### config.mk
export PLATFORM = sky130hd
export DESIGN_NAME = fifo_registers_gen2_flat
export DESIGN_NICKNAME = d
export VERILOG_FILES = /design/src/rtl/fifo_registers_gen2_if.sv /design/src/rtl/fifo_registers_gen2.sv /design/src/flat_wrapper.sv
export SDC_FILE = /design/constraint.sdc
export NUM_CORES = 1
export LEC_CHECK = 0
export CORE_AREA = 2 2 162 117
export DETAILED_ROUTE_END_ITERATION = 6
export DIE_AREA = 0 0 164 119
export PLACE_DENSITY = 0.58
export SYNTH_ARGS = -nofsm -noshare
export SYNTH_HDL_FRONTEND = slang
export SYNTH_SLANG_ARGS = --single-unit
### constraint.sdc
create_clock -name i_Clk -period 4.8 [get_ports i_Clk]
set_input_delay 1.2 -clock i_Clk [delete_from_list [all_inputs] [get_ports i_Clk]]
set_output_delay 1.2 -clock i_Clk [all_outputs]
set_load 0.02 [all_outputs]
### src/rtl/fifo_registers_gen2_if.sv
// Handshake/data bundle between a FIFO user (master) and fifo_registers_gen2 (slave).
// Latency: none (wires only).
// Backpressure: the slave reports o_Full/o_Empty; the master is expected to honour them.
// Ports: write side (i_Wr_En, i_Wr_Data, o_Full, o_AF), read side (i_Rd_En, o_Rd_Data,
//        o_Rd_Valid, o_Empty, o_AE), status (o_Count, i_Clr_Err, o_Overflow, o_Underflow).
interface fifo_registers_gen2_if #(
   parameter int WIDTH = 8,
   parameter int DEPTH = 16
);
   logic                       i_Wr_En;
   logic [WIDTH-1:0]           i_Wr_Data;
   logic                       o_Full;
   logic                       o_AF;
   logic                       i_Rd_En;
   logic [WIDTH-1:0]           o_Rd_Data;
   logic                       o_Rd_Valid;
   logic                       o_Empty;
   logic                       o_AE;
   logic [$clog2(DEPTH+1)-1:0] o_Count;
   logic                       i_Clr_Err;
   logic                       o_Overflow;
   logic                       o_Underflow;

   modport master (
      output i_Wr_En, i_Wr_Data, i_Rd_En, i_Clr_Err,
      input  o_Full, o_AF, o_Rd_Data, o_Rd_Valid, o_Empty, o_AE, o_Count,
             o_Overflow, o_Underflow
   );

   modport slave (
      input  i_Wr_En, i_Wr_Data, i_Rd_En, i_Clr_Err,
      output o_Full, o_AF, o_Rd_Data, o_Rd_Valid, o_Empty, o_AE, o_Count,
             o_Overflow, o_Underflow
   );
endinterface

### src/rtl/fifo_registers_gen2.sv
// Synchronous register-array FIFO, any DEPTH >= 2, optional first-word-fall-through.
// Latency: write visible next cycle; FWFT=0 read data registered one cycle after accepted read.
// Backpressure: writes rejected while full, reads rejected while empty; both set sticky errors.
// Ports: i_Clk, i_Rst_L (async active-low), bus (fifo_registers_gen2_if.slave).
module fifo_registers_gen2 #(
   parameter int WIDTH    = 8,
   parameter int DEPTH    = 16,
   parameter int AF_LEVEL = 12,
   parameter int AE_LEVEL = 4,
   parameter int FWFT     = 0
) (
   input  logic                    i_Clk,
   input  logic                    i_Rst_L,
   fifo_registers_gen2_if.slave    bus
);
   localparam int PW = (DEPTH > 1) ? $clog2(DEPTH) : 1;
   localparam int CW = $clog2(DEPTH + 1);

   logic [WIDTH-1:0] mem [DEPTH];
   logic [PW-1:0]    wr_ptr;
   logic [PW-1:0]    rd_ptr;
   logic [CW-1:0]    count;
   logic             full;
   logic             empty;
   logic             wr_acc;
   logic             rd_acc;
   logic             ovf_q;
   logic             unf_q;

   // Explicit wrap so non-power-of-two depths never index past DEPTH-1.
   function automatic logic [PW-1:0] ptr_inc(input logic [PW-1:0] p);
      return (p == PW'(DEPTH - 1)) ? '0 : p + PW'(1);
   endfunction

   // Status flags decode only the count register, so no input reaches them combinationally.
   assign full   = (count == CW'(DEPTH));
   assign empty  = (count == '0);
   assign wr_acc = bus.i_Wr_En & ~full;
   assign rd_acc = bus.i_Rd_En & ~empty;

   assign bus.o_Full      = full;
   assign bus.o_Empty     = empty;
   assign bus.o_AF        = (int'(count) >= AF_LEVEL);
   assign bus.o_AE        = (int'(count) <= AE_LEVEL);
   assign bus.o_Count     = count;
   assign bus.o_Overflow  = ovf_q;
   assign bus.o_Underflow = unf_q;

   // Storage carries no reset; validity is tracked entirely by the pointers and count.
   always_ff @(posedge i_Clk) begin
      if (wr_acc) mem[wr_ptr] <= bus.i_Wr_Data;
   end

   always_ff @(posedge i_Clk or negedge i_Rst_L) begin
      if (!i_Rst_L) begin
         wr_ptr <= '0;
         rd_ptr <= '0;
         count  <= '0;
         ovf_q  <= 1'b0;
         unf_q  <= 1'b0;
      end else begin
         if (wr_acc) wr_ptr <= ptr_inc(wr_ptr);
         if (rd_acc) rd_ptr <= ptr_inc(rd_ptr);
         case ({wr_acc, rd_acc})
            2'b10:   count <= count + CW'(1);
            2'b01:   count <= count - CW'(1);
            default: count <= count;
         endcase
         // A new error event takes priority over a coincident clear.
         if (bus.i_Wr_En && full)  ovf_q <= 1'b1;
         else if (bus.i_Clr_Err)   ovf_q <= 1'b0;
         if (bus.i_Rd_En && empty) unf_q <= 1'b1;
         else if (bus.i_Clr_Err)   unf_q <= 1'b0;
      end
   end

   generate
      if (FWFT != 0) begin : g_fwft
         // Head word shown straight from the array; valid whenever anything is stored.
         assign bus.o_Rd_Data  = mem[rd_ptr];
         assign bus.o_Rd_Valid = ~empty;
      end else begin : g_reg
         logic [WIDTH-1:0] rd_data_q;
         logic             rd_vld_q;

         always_ff @(posedge i_Clk or negedge i_Rst_L) begin
            if (!i_Rst_L) begin
               rd_data_q <= '0;
               rd_vld_q  <= 1'b0;
            end else begin
               rd_vld_q <= rd_acc;
               if (rd_acc) rd_data_q <= mem[rd_ptr];
            end
         end

         assign bus.o_Rd_Data  = rd_data_q;
         assign bus.o_Rd_Valid = rd_vld_q;
      end
   endgenerate
endmodule

### src/flat_wrapper.sv
// flat-port wrapper written by rule: the top's interface ports become plain ports
module fifo_registers_gen2_flat 
#(
   parameter int WIDTH    = 8,
   parameter int DEPTH    = 16,
   parameter int AF_LEVEL = 12,
   parameter int AE_LEVEL = 4,
   parameter int FWFT     = 0
)
  (i_Clk, i_Rst_L, bus_i_Wr_En, bus_i_Wr_Data, bus_i_Rd_En, bus_i_Clr_Err, bus_o_Full, bus_o_AF, bus_o_Rd_Data, bus_o_Rd_Valid, bus_o_Empty, bus_o_AE, bus_o_Count, bus_o_Overflow, bus_o_Underflow);
  fifo_registers_gen2_if #(.WIDTH(WIDTH), .DEPTH(DEPTH)) bus_i ();
  input  logic i_Clk;
  input  logic i_Rst_L;
  input wire logic [$bits(bus_i.i_Wr_En)-1:0] bus_i_Wr_En;
  input wire logic [$bits(bus_i.i_Wr_Data)-1:0] bus_i_Wr_Data;
  input wire logic [$bits(bus_i.i_Rd_En)-1:0] bus_i_Rd_En;
  input wire logic [$bits(bus_i.i_Clr_Err)-1:0] bus_i_Clr_Err;
  output wire logic [$bits(bus_i.o_Full)-1:0] bus_o_Full;
  output wire logic [$bits(bus_i.o_AF)-1:0] bus_o_AF;
  output wire logic [$bits(bus_i.o_Rd_Data)-1:0] bus_o_Rd_Data;
  output wire logic [$bits(bus_i.o_Rd_Valid)-1:0] bus_o_Rd_Valid;
  output wire logic [$bits(bus_i.o_Empty)-1:0] bus_o_Empty;
  output wire logic [$bits(bus_i.o_AE)-1:0] bus_o_AE;
  output wire logic [$bits(bus_i.o_Count)-1:0] bus_o_Count;
  output wire logic [$bits(bus_i.o_Overflow)-1:0] bus_o_Overflow;
  output wire logic [$bits(bus_i.o_Underflow)-1:0] bus_o_Underflow;
  assign bus_i.i_Wr_En = bus_i_Wr_En;
  assign bus_i.i_Wr_Data = bus_i_Wr_Data;
  assign bus_i.i_Rd_En = bus_i_Rd_En;
  assign bus_i.i_Clr_Err = bus_i_Clr_Err;
  assign bus_o_Full = bus_i.o_Full;
  assign bus_o_AF = bus_i.o_AF;
  assign bus_o_Rd_Data = bus_i.o_Rd_Data;
  assign bus_o_Rd_Valid = bus_i.o_Rd_Valid;
  assign bus_o_Empty = bus_i.o_Empty;
  assign bus_o_AE = bus_i.o_AE;
  assign bus_o_Count = bus_i.o_Count;
  assign bus_o_Overflow = bus_i.o_Overflow;
  assign bus_o_Underflow = bus_i.o_Underflow;
  fifo_registers_gen2 #(.WIDTH(WIDTH), .DEPTH(DEPTH), .AF_LEVEL(AF_LEVEL), .AE_LEVEL(AE_LEVEL), .FWFT(FWFT)) u_core (.i_Clk(i_Clk), .i_Rst_L(i_Rst_L), .bus(bus_i));
endmodule
==> impl_metrics.yaml, run 1 <==
status:
  outcome: "finished clean"
die:
  boundaryPins: 33
  fp.dieH_um: 119
  dieArea_mm2: 0.0195
  initial_core_utilization_pct: 33.8
  dieWidth_um: 164
  row_count: 42
  placeableCoreArea_mm2: 0.0182
sta:
  grt_setup_unrepaired: "no"
  finalHoldViolations: 0
  finalMaxSlewViolations: 0
  setup-tns-final_ns: 0
  timing.fmax_mhz: 286
  post-route-period-util_pct: 72.8
  setup-violations-final: 0
  timing.clock.skew_ns: 0.0105
  max-slew-margin-rel_pct: 34.0
  period_needed_ns: 3.50
  max_slew.worst_pin.slew_ns: 0.986
clocking:
  cts-buffers-inserted: 17
  cts_hold_buf: 0
  postCtsSetupBuffers: 0
  clock_tree.buffer_depth: 2
  h-tree-depth: 4
  cts_repair_resize_count: 0
  reg_clk_slew_reported_paths_ns: 0.06
  tritoncts: "done"
  ctsRootBufferMaster: "sky130_fd_sc_hd__clkbuf_16"
  worstSkewPairLatency_ns: 0.42
  clock_sink_count: 152
power:
  fin_total_pwr_w: 0.00430
  combPwrFrac_pct: 28.0
  irDropWorstVdd_mv: 0.276
  power.clock.fraction_pct: 28.4
  seq_power_share_pct: 43.6
  power_per_cell_area_mw_per_mm2: 591
  cellInternalPower_w: 0.00295
  p_leak_nw: 2.42
  p_switching_w: 0.00135
  p_sw_share_pct: 31.4
setup_path:
  reg2reg_from: "u_core.bus.o_Count[1]"
  critPathSlowestCell: "sky130_fd_sc_hd__clkdlybuf4s50_1"
  worstPathArrival_ns: 2.30
  worstSetupEndpointType: "output port"
  critical-path-max-stage-delay_ns: 0.63
  critical_path_start_end_classification: "reg2out"
  crit_required_ns: 3.60
  startpoint_type: "register"
  ff2ff_setup_slack_ns: 1.54
  worstReg2RegEnd: "u_core.bus.o_Count[4]"
  crit_chain: "or4_4 > nor2_1 > clkdlybuf4s50_1"
  cpLargestDelayFamily: "simple AND/OR/NAND/NOR gates"
  ff2ff_path_depth: 10
  worst-path-max-fanout: 10
  critical_path.n_buffers_inverters: 1
yosys:
  proportion_of_synthesized_chip_area_in_sequential_cells_pct: 72.1
  syn-num-nets: 358
  synth_area_leader_cell: "sky130_fd_sc_hd__edfxtp_1"
  synthDistinctLibCells: 40
  synth_enable_flop_cells: 128
  netlist.area_leader.share_pct: 62.4
  synth.avg_cell_area_um2: 18.3
  yosys_warnings: 0
  yosys_most_used_dff: "sky130_fd_sc_hd__edfxtp_1"
  synthesis.area_mm2: 0.00616
  postSynth.asyncResetShare_pct: 15.8
  netlist_instances: 336
  synth.ff_latch_count: 152
  netlist_top_cells_area: "sky130_fd_sc_hd__edfxtp_1 62%, sky130_fd_sc_hd__mux4_2 12%, sky130_fd_sc_hd__dfrtp_1 9.7%"
worst_hold_path:
  terminating_pin_of_the_worst_hold_path: "u_core.bus.o_Underflow"
  min-delay-start: "u_core.bus.o_Underflow"
  holdCritPathClass: "reg2reg"
  holdPathStages: 1
global_routing:
  first_global_vias: 3291
  pin_count_of_the_biggest_net_entering_global_routing: 28
  groute.usage.overall_pct: 13.8
  global_route_wire_length_before_repair_um: 19400
  gr-total-overflow: 0
  grt_antenna_before_repair: 1
final_layout:
  drive_gt1_share_pct: 21.5
  final_net_count: 397
  final_cell_mix: "128 x sky130_fd_sc_hd__edfxtp_1, 32 x sky130_fd_sc_hd__mux4_2, 32 x sky130_fd_sc_hd__clkdlybuf4s50_1"
  stdcell_count: 629
  final_common_cell: "sky130_fd_sc_hd__edfxtp_1"
  area_growth_syn_to_layout_pct: 18.1
flow_run:
  maximum_capacitance_violations: 0
detailed_routing:
  routed_wirelength_um: 12700
  routed-via-count: 3142
  first_pass_iters: 4
  post_drt_wl_per_cell_um: 20.1
  drcViolationCount: 0
  detail_route.iter0.violations: 243
  antenna_left: 0
  ratio_of_routed_vias_to_standard_cells: 5.00
placement:
  port-buffer-count: 32
  dp.final_hpwl_um: 8140
  post-place-cells: 598
  place.gp.congestion: 0.736
==> through the flow <==
step / setup WS, ns / util [%] / instance area (µm²) / hold slack (ns)
6_report: 1.30 / 39.9 / 7280 / 0.520
5_1_grt: 1.13 / 39.9 / 7280 / 0.535
4_1_cts: 1.29 / 39.9 / 7280 / 0.521
3_5_place_dp: 0.964 / 37.0 / 6750 / 0.503
3_3_place_gp: 1.08 / 37.0 / 6750 / 0.496
2_1_floorplan: 1.46 / - / 6160 / 0.507
==> worst reg2reg max path: cells and delay by family, from the launching register on <==
kind / cells / cell delay [ns]
AOI/OAI and AO/OA: 5 / 1.04
and+or+nand+nor: 1 / 0.61
adders and majority gates: 2 / 0.58
DFF: 1 / 0.50
buffers and inverters: 1 / 0.21
xor gates and xnor gates: 1 / 0.19
==> layer usage <==
layer	GRT usage, %	vias up	wire length (µm)
met5	0	-	0
met4	5.04	0	233
li1	-	1417	-
met1	19.7	1613	5700
met3	4.11	19	908
met2	19.8	93	5830
==> sequential cells by signal (all words and copies together), names as in the netlist <==
| register | flops |
|---|---|
| u_core.bus.o_Count | 5 |
| u_core.bus.o_Overflow | 1 |
| u_core.bus.o_Rd_Data | 8 |
| u_core.bus.o_Rd_Valid | 1 |
| u_core.bus.o_Underflow | 1 |
| u_core.mem | 128 |
| u_core.rd_ptr | 4 |
| u_core.wr_ptr | 4 |
==> worst max-delay path by stage <==
| stage | startpoint | to | slack, ns | depth (start not counted) |
|---|---|---|---|---|
| floorplan | bus_i_Wr_En | u_core.bus.o_Count[4] | 1.46 | 11 |
| global placement | bus_i_Wr_En | u_core.bus.o_Count[4] | 1.08 | 11 |
| detailed placement | bus_i_Rd_En | u_core.bus.o_Count[4] | 0.96 | 10 |
| CTS | u_core.bus.o_Count[1] | bus_o_Empty | 1.29 | 3 |
| global route | bus_i_Rd_En | u_core.bus.o_Count[4] | 1.13 | 10 |
| finish | u_core.bus.o_Count[1] | bus_o_Empty | 1.30 | 3 |
==> logic make-up after synthesis <==
kind of cell / after synthesis / share of synthesized area [%]
compound gates: 52 / 5.56
mux: 43 / 13.8
simple gates: 48 / 3.80
xor+xnor: 6 / 0.853
buf+inv: 26 / 2.05
flops: 152 / 72.1
fa+ha+maj: 9 / 1.83
==> power groups by stage <==
| stage | Clock (W) | Combinational [W] | Sequential (W) |
|---|---|---|---|
| after floorplan | 0 | 0.000908 | 0.00178 |
| after global placement | 0 | 0.00119 | 0.00190 |
| after detailed placement | 0 | 0.00121 | 0.00191 |
| after CTS | 0.00124 | 0.00122 | 0.00189 |
| after global routing | 0.00130 | 0.00130 | 0.00192 |
| final | 0.00122 | 0.00120 | 0.00188 |
==> cell usage after synthesis (3+ instances only) <==
master,instances
sky130_fd_sc_hd__nand3_1,3
sky130_fd_sc_hd__edfxtp_1,128
sky130_fd_sc_hd__xor2_1,3
sky130_fd_sc_hd__clkbuf_1,9
sky130_fd_sc_hd__dfrtp_1,24
sky130_fd_sc_hd__xnor2_1,3
sky130_fd_sc_hd__inv_1,5
sky130_fd_sc_hd__nor2b_1,4
sky130_fd_sc_hd__nand2_1,9
sky130_fd_sc_hd__mux2_2,9
sky130_fd_sc_hd__nor3_1,6
sky130_fd_sc_hd__a21oi_1,11
sky130_fd_sc_hd__o21ai_0,5
sky130_fd_sc_hd__buf_1,3
sky130_fd_sc_hd__nand2b_1,5
sky130_fd_sc_hd__a22o_1,3
sky130_fd_sc_hd__ha_1,9
sky130_fd_sc_hd__mux4_2,32
sky130_fd_sc_hd__buf_2,5
sky130_fd_sc_hd__o22ai_1,17
sky130_fd_sc_hd__nor2_1,16
sky130_fd_sc_hd__a21o_1,4
==> area by class of cell <==
cell class	count	area, µm²
Tap cell	242	303
Inverter	5	18.8
Clock inverter	13	106
Fill cell	1611	11000
Clock buffer	17	425
Sequential cell	152	4450
Multi-Input combinational cell	158	1590
Antenna cell	1	2.50
Timing Repair Buffer	41	388
Power figures use the tool's default switching activity.
==> run 2, diff against run 1 <==
==> constraint.sdc (replaced) <==
create_clock -name i_Clk -period 3.3 [get_ports i_Clk]
set_input_delay 0.825 -clock i_Clk [delete_from_list [all_inputs] [get_ports i_Clk]]
set_output_delay 0.825 -clock i_Clk [all_outputs]
set_load 0.02 [all_outputs]
==> impl_metrics.yaml, run 2 (synthesized netlist as in run 1, its figures left out) <==
status:
  outcome: "finished clean"
sta:
  post-route-period-util_pct: 94.2
  period_needed_ns: 3.11
  finalMaxSlewViolations: 0
  setup-violations-final: 0
  finalHoldViolations: 0
  grt_setup_unrepaired: "no"
  max-slew-margin-rel_pct: 58.6
  max_slew.worst_pin.slew_ns: 0.620
  timing.clock.skew_ns: 0.0110
  timing.fmax_mhz: 322
  setup-tns-final_ns: 0
setup_path:
  critical_path_start_end_classification: "reg2out"
  reg2reg_from: "u_core.bus.o_Count[2]"
  worstReg2RegEnd: "u_core.bus.o_Count[4]"
  worst-path-stages: 3
  critPathSlowestCell: "sky130_fd_sc_hd__clkdlybuf4s50_1"
  critical_path.n_buffers_inverters: 1
  crit_chain: "or4_4 > nor2_1 > clkdlybuf4s50_1"
  startpoint_type: "register"
  worst-path-max-fanout: 12
  worstPathArrival_ns: 2.28
  critical_path.endpoint: "bus_o_Empty"
  critical-path-max-stage-delay_ns: 0.63
  worst_setup_path_startpoint: "u_core.bus.o_Count[2]"
  ff2ff_setup_slack_ns: 0.48
  ff2ff_path_depth: 9
  cpLargestDelayFamily: "simple AND/OR/NAND/NOR gates"
  worstSetupEndpointType: "output port"
  crit_required_ns: 2.47
clocking:
  ctsRootBufferMaster: "sky130_fd_sc_hd__clkbuf_16"
  clock_tree.buffer_depth: 2
  cts_repair_resize_count: 0
  h-tree-depth: 4
  cts_hold_buf: 0
  worstSkewPairLatency_ns: 0.41
  postCtsSetupBuffers: 0
  cts-buffers-inserted: 17
  reg_clk_slew_reported_paths_ns: 0.07
  clock_sink_count: 152
  tritoncts: "done"
final_layout:
  seq_cell_area_mm2: 0.00445
  final_cell_mix: "128 x sky130_fd_sc_hd__edfxtp_1, 32 x sky130_fd_sc_hd__mux4_2, 32 x sky130_fd_sc_hd__clkdlybuf4s50_1"
  final_common_cell: "sky130_fd_sc_hd__edfxtp_1"
  layout.cell_area.non_filler_mm2: 0.00744
  largest_register_ffs: 128
  final_net_count: 411
  area_growth_syn_to_layout_pct: 20.7
  fillers: 1627
  multi_input_comb_area_mm2: 0.00159
  post-route-util_pct: 40.8
  regMostFlops: "u_core.mem"
  diodes: 0
  drive_gt1_share_pct: 25.1
global_routing:
  gr-total-overflow: 0
  pin_count_of_the_biggest_net_entering_global_routing: 37
  groute.usage.overall_pct: 14.1
  first_global_vias: 3284
  grt_antenna_before_repair: 0
  global_route_wire_length_before_repair_um: 19800
placement:
  placement.cell_area_mm2: 0.00687
  dp.final_hpwl_um: 8180
  port-buffer-count: 32
  place.gp.congestion: 0.736
detailed_routing:
  routed_wirelength_um: 13000
  first_pass_iters: 4
  post_drt_wl_per_cell_um: 20.1
  drcViolationCount: 0
  detail_route.iter0.violations: 251
  routed-via-count: 3257
  antenna_left: 0
  ratio_of_routed_vias_to_standard_cells: 5.06
die:
  dieWidth_um: 164
  row_count: 42
  boundaryPins: 33
  placeableCoreArea_mm2: 0.0182
  dieArea_mm2: 0.0195
  fp.dieH_um: 119
  initial_core_utilization_pct: 33.8
flow_run:
  maximum_capacitance_violations: 0
power:
  combPwrFrac_pct: 30.0
  power_per_cell_area_mw_per_mm2: 858
  fin_total_pwr_w: 0.00638
  p_sw_share_pct: 31.4
  power.clock.fraction_pct: 29.0
  cellInternalPower_w: 0.00438
  seq_power_share_pct: 41.0
  irDropWorstVdd_mv: 0.378
  p_leak_nw: 2.53
  p_switching_w: 0.00200
worst_hold_path:
  holdCritPathClass: "reg2reg"
-- run 2: changes by cell type in the layout (fill, tap and decap cells not counted), moves of 2 or more --
| cell | before | now |
|---|---|---|
| sky130_fd_sc_hd__clkinvlp_4 | 5 | 2 |
| sky130_fd_sc_hd__clkinv_1 | 3 | 0 |
| sky130_fd_sc_hd__clkinv_4 | 0 | 4 |
| sky130_fd_sc_hd__buf_4 | 9 | 22 |
| sky130_fd_sc_hd__inv_6 | 2 | 4 |
| sky130_fd_sc_hd__inv_8 | 0 | 2 |
-- run 2: area by class of cell --
cell class	count	share of cell area [%]
tap	242	4.07
timing repair buffer	55	6.80
sequential	152	59.8
inverter	5	0.252
multi-input combinational	158	21.4
clock inverter	14	1.92
clock buffer	18	5.77
-- run 2: layer usage --
layer  share of wire, %  track usage (%)
met5                  0                0
met4               0.49             2.69
met3                6.3             4.08
met2                 47             21.3
met1                 46             20.3
-- run 2: worst min-delay path by stage --
stage / startpoint / end / slack, ns / depth (start not counted)
after global placement: u_core.bus.o_Underflow / u_core.bus.o_Underflow / 0.50 / 1
final: u_core.bus.o_Underflow / u_core.bus.o_Underflow / 0.52 / 1
after global routing: u_core.bus.o_Underflow / u_core.bus.o_Underflow / 0.52 / 1
after detailed placement: u_core.bus.o_Underflow / u_core.bus.o_Underflow / 0.50 / 1
after CTS: u_core.bus.o_Underflow / u_core.bus.o_Underflow / 0.52 / 1
after floorplan: u_core.rd_ptr[2] / u_core.rd_ptr[2] / 0.51 / 1
-- run 2: power by group through the flow --
stage | Sequential [W] | Clock, W | Combinational [W]
floorplan | 0.00260 | 0 | 0.00132
global placement | 0.00265 | 0 | 0.00190
detailed placement | 0.00266 | 0 | 0.00193
CTS | 0.00263 | 0.00189 | 0.00195
global route | 0.00266 | 0.00198 | 0.00207
finish | 0.00262 | 0.00185 | 0.00191
-- run 2: stage by stage --
step | setup WS, ns | hold WS, ns | instances
floorplan | 0.196 | 0.507 | 336
global placement | 0.170 | 0.499 | 612
detailed placement | 0.0826 | 0.500 | 612
CTS | 0.152 | 0.518 | 644
global route | 0.0635 | 0.523 | 644
finish | 0.191 | 0.520 | 644
-- run 2: worst register-to-register path, stage by stage, from the launching register on --
cell,delay (ns)
sky130_fd_sc_hd__dfrtp_1,0.52
sky130_fd_sc_hd__or4_4,0.56
sky130_fd_sc_hd__o21a_1,0.21
sky130_fd_sc_hd__ha_1,0.25
sky130_fd_sc_hd__xor2_1,0.16
sky130_fd_sc_hd__ha_1,0.22
sky130_fd_sc_hd__o21ai_0,0.15
sky130_fd_sc_hd__o22ai_1,0.11
sky130_fd_sc_hd__a2111oi_0,0.41
sky130_fd_sc_hd__a211oi_1,0.10
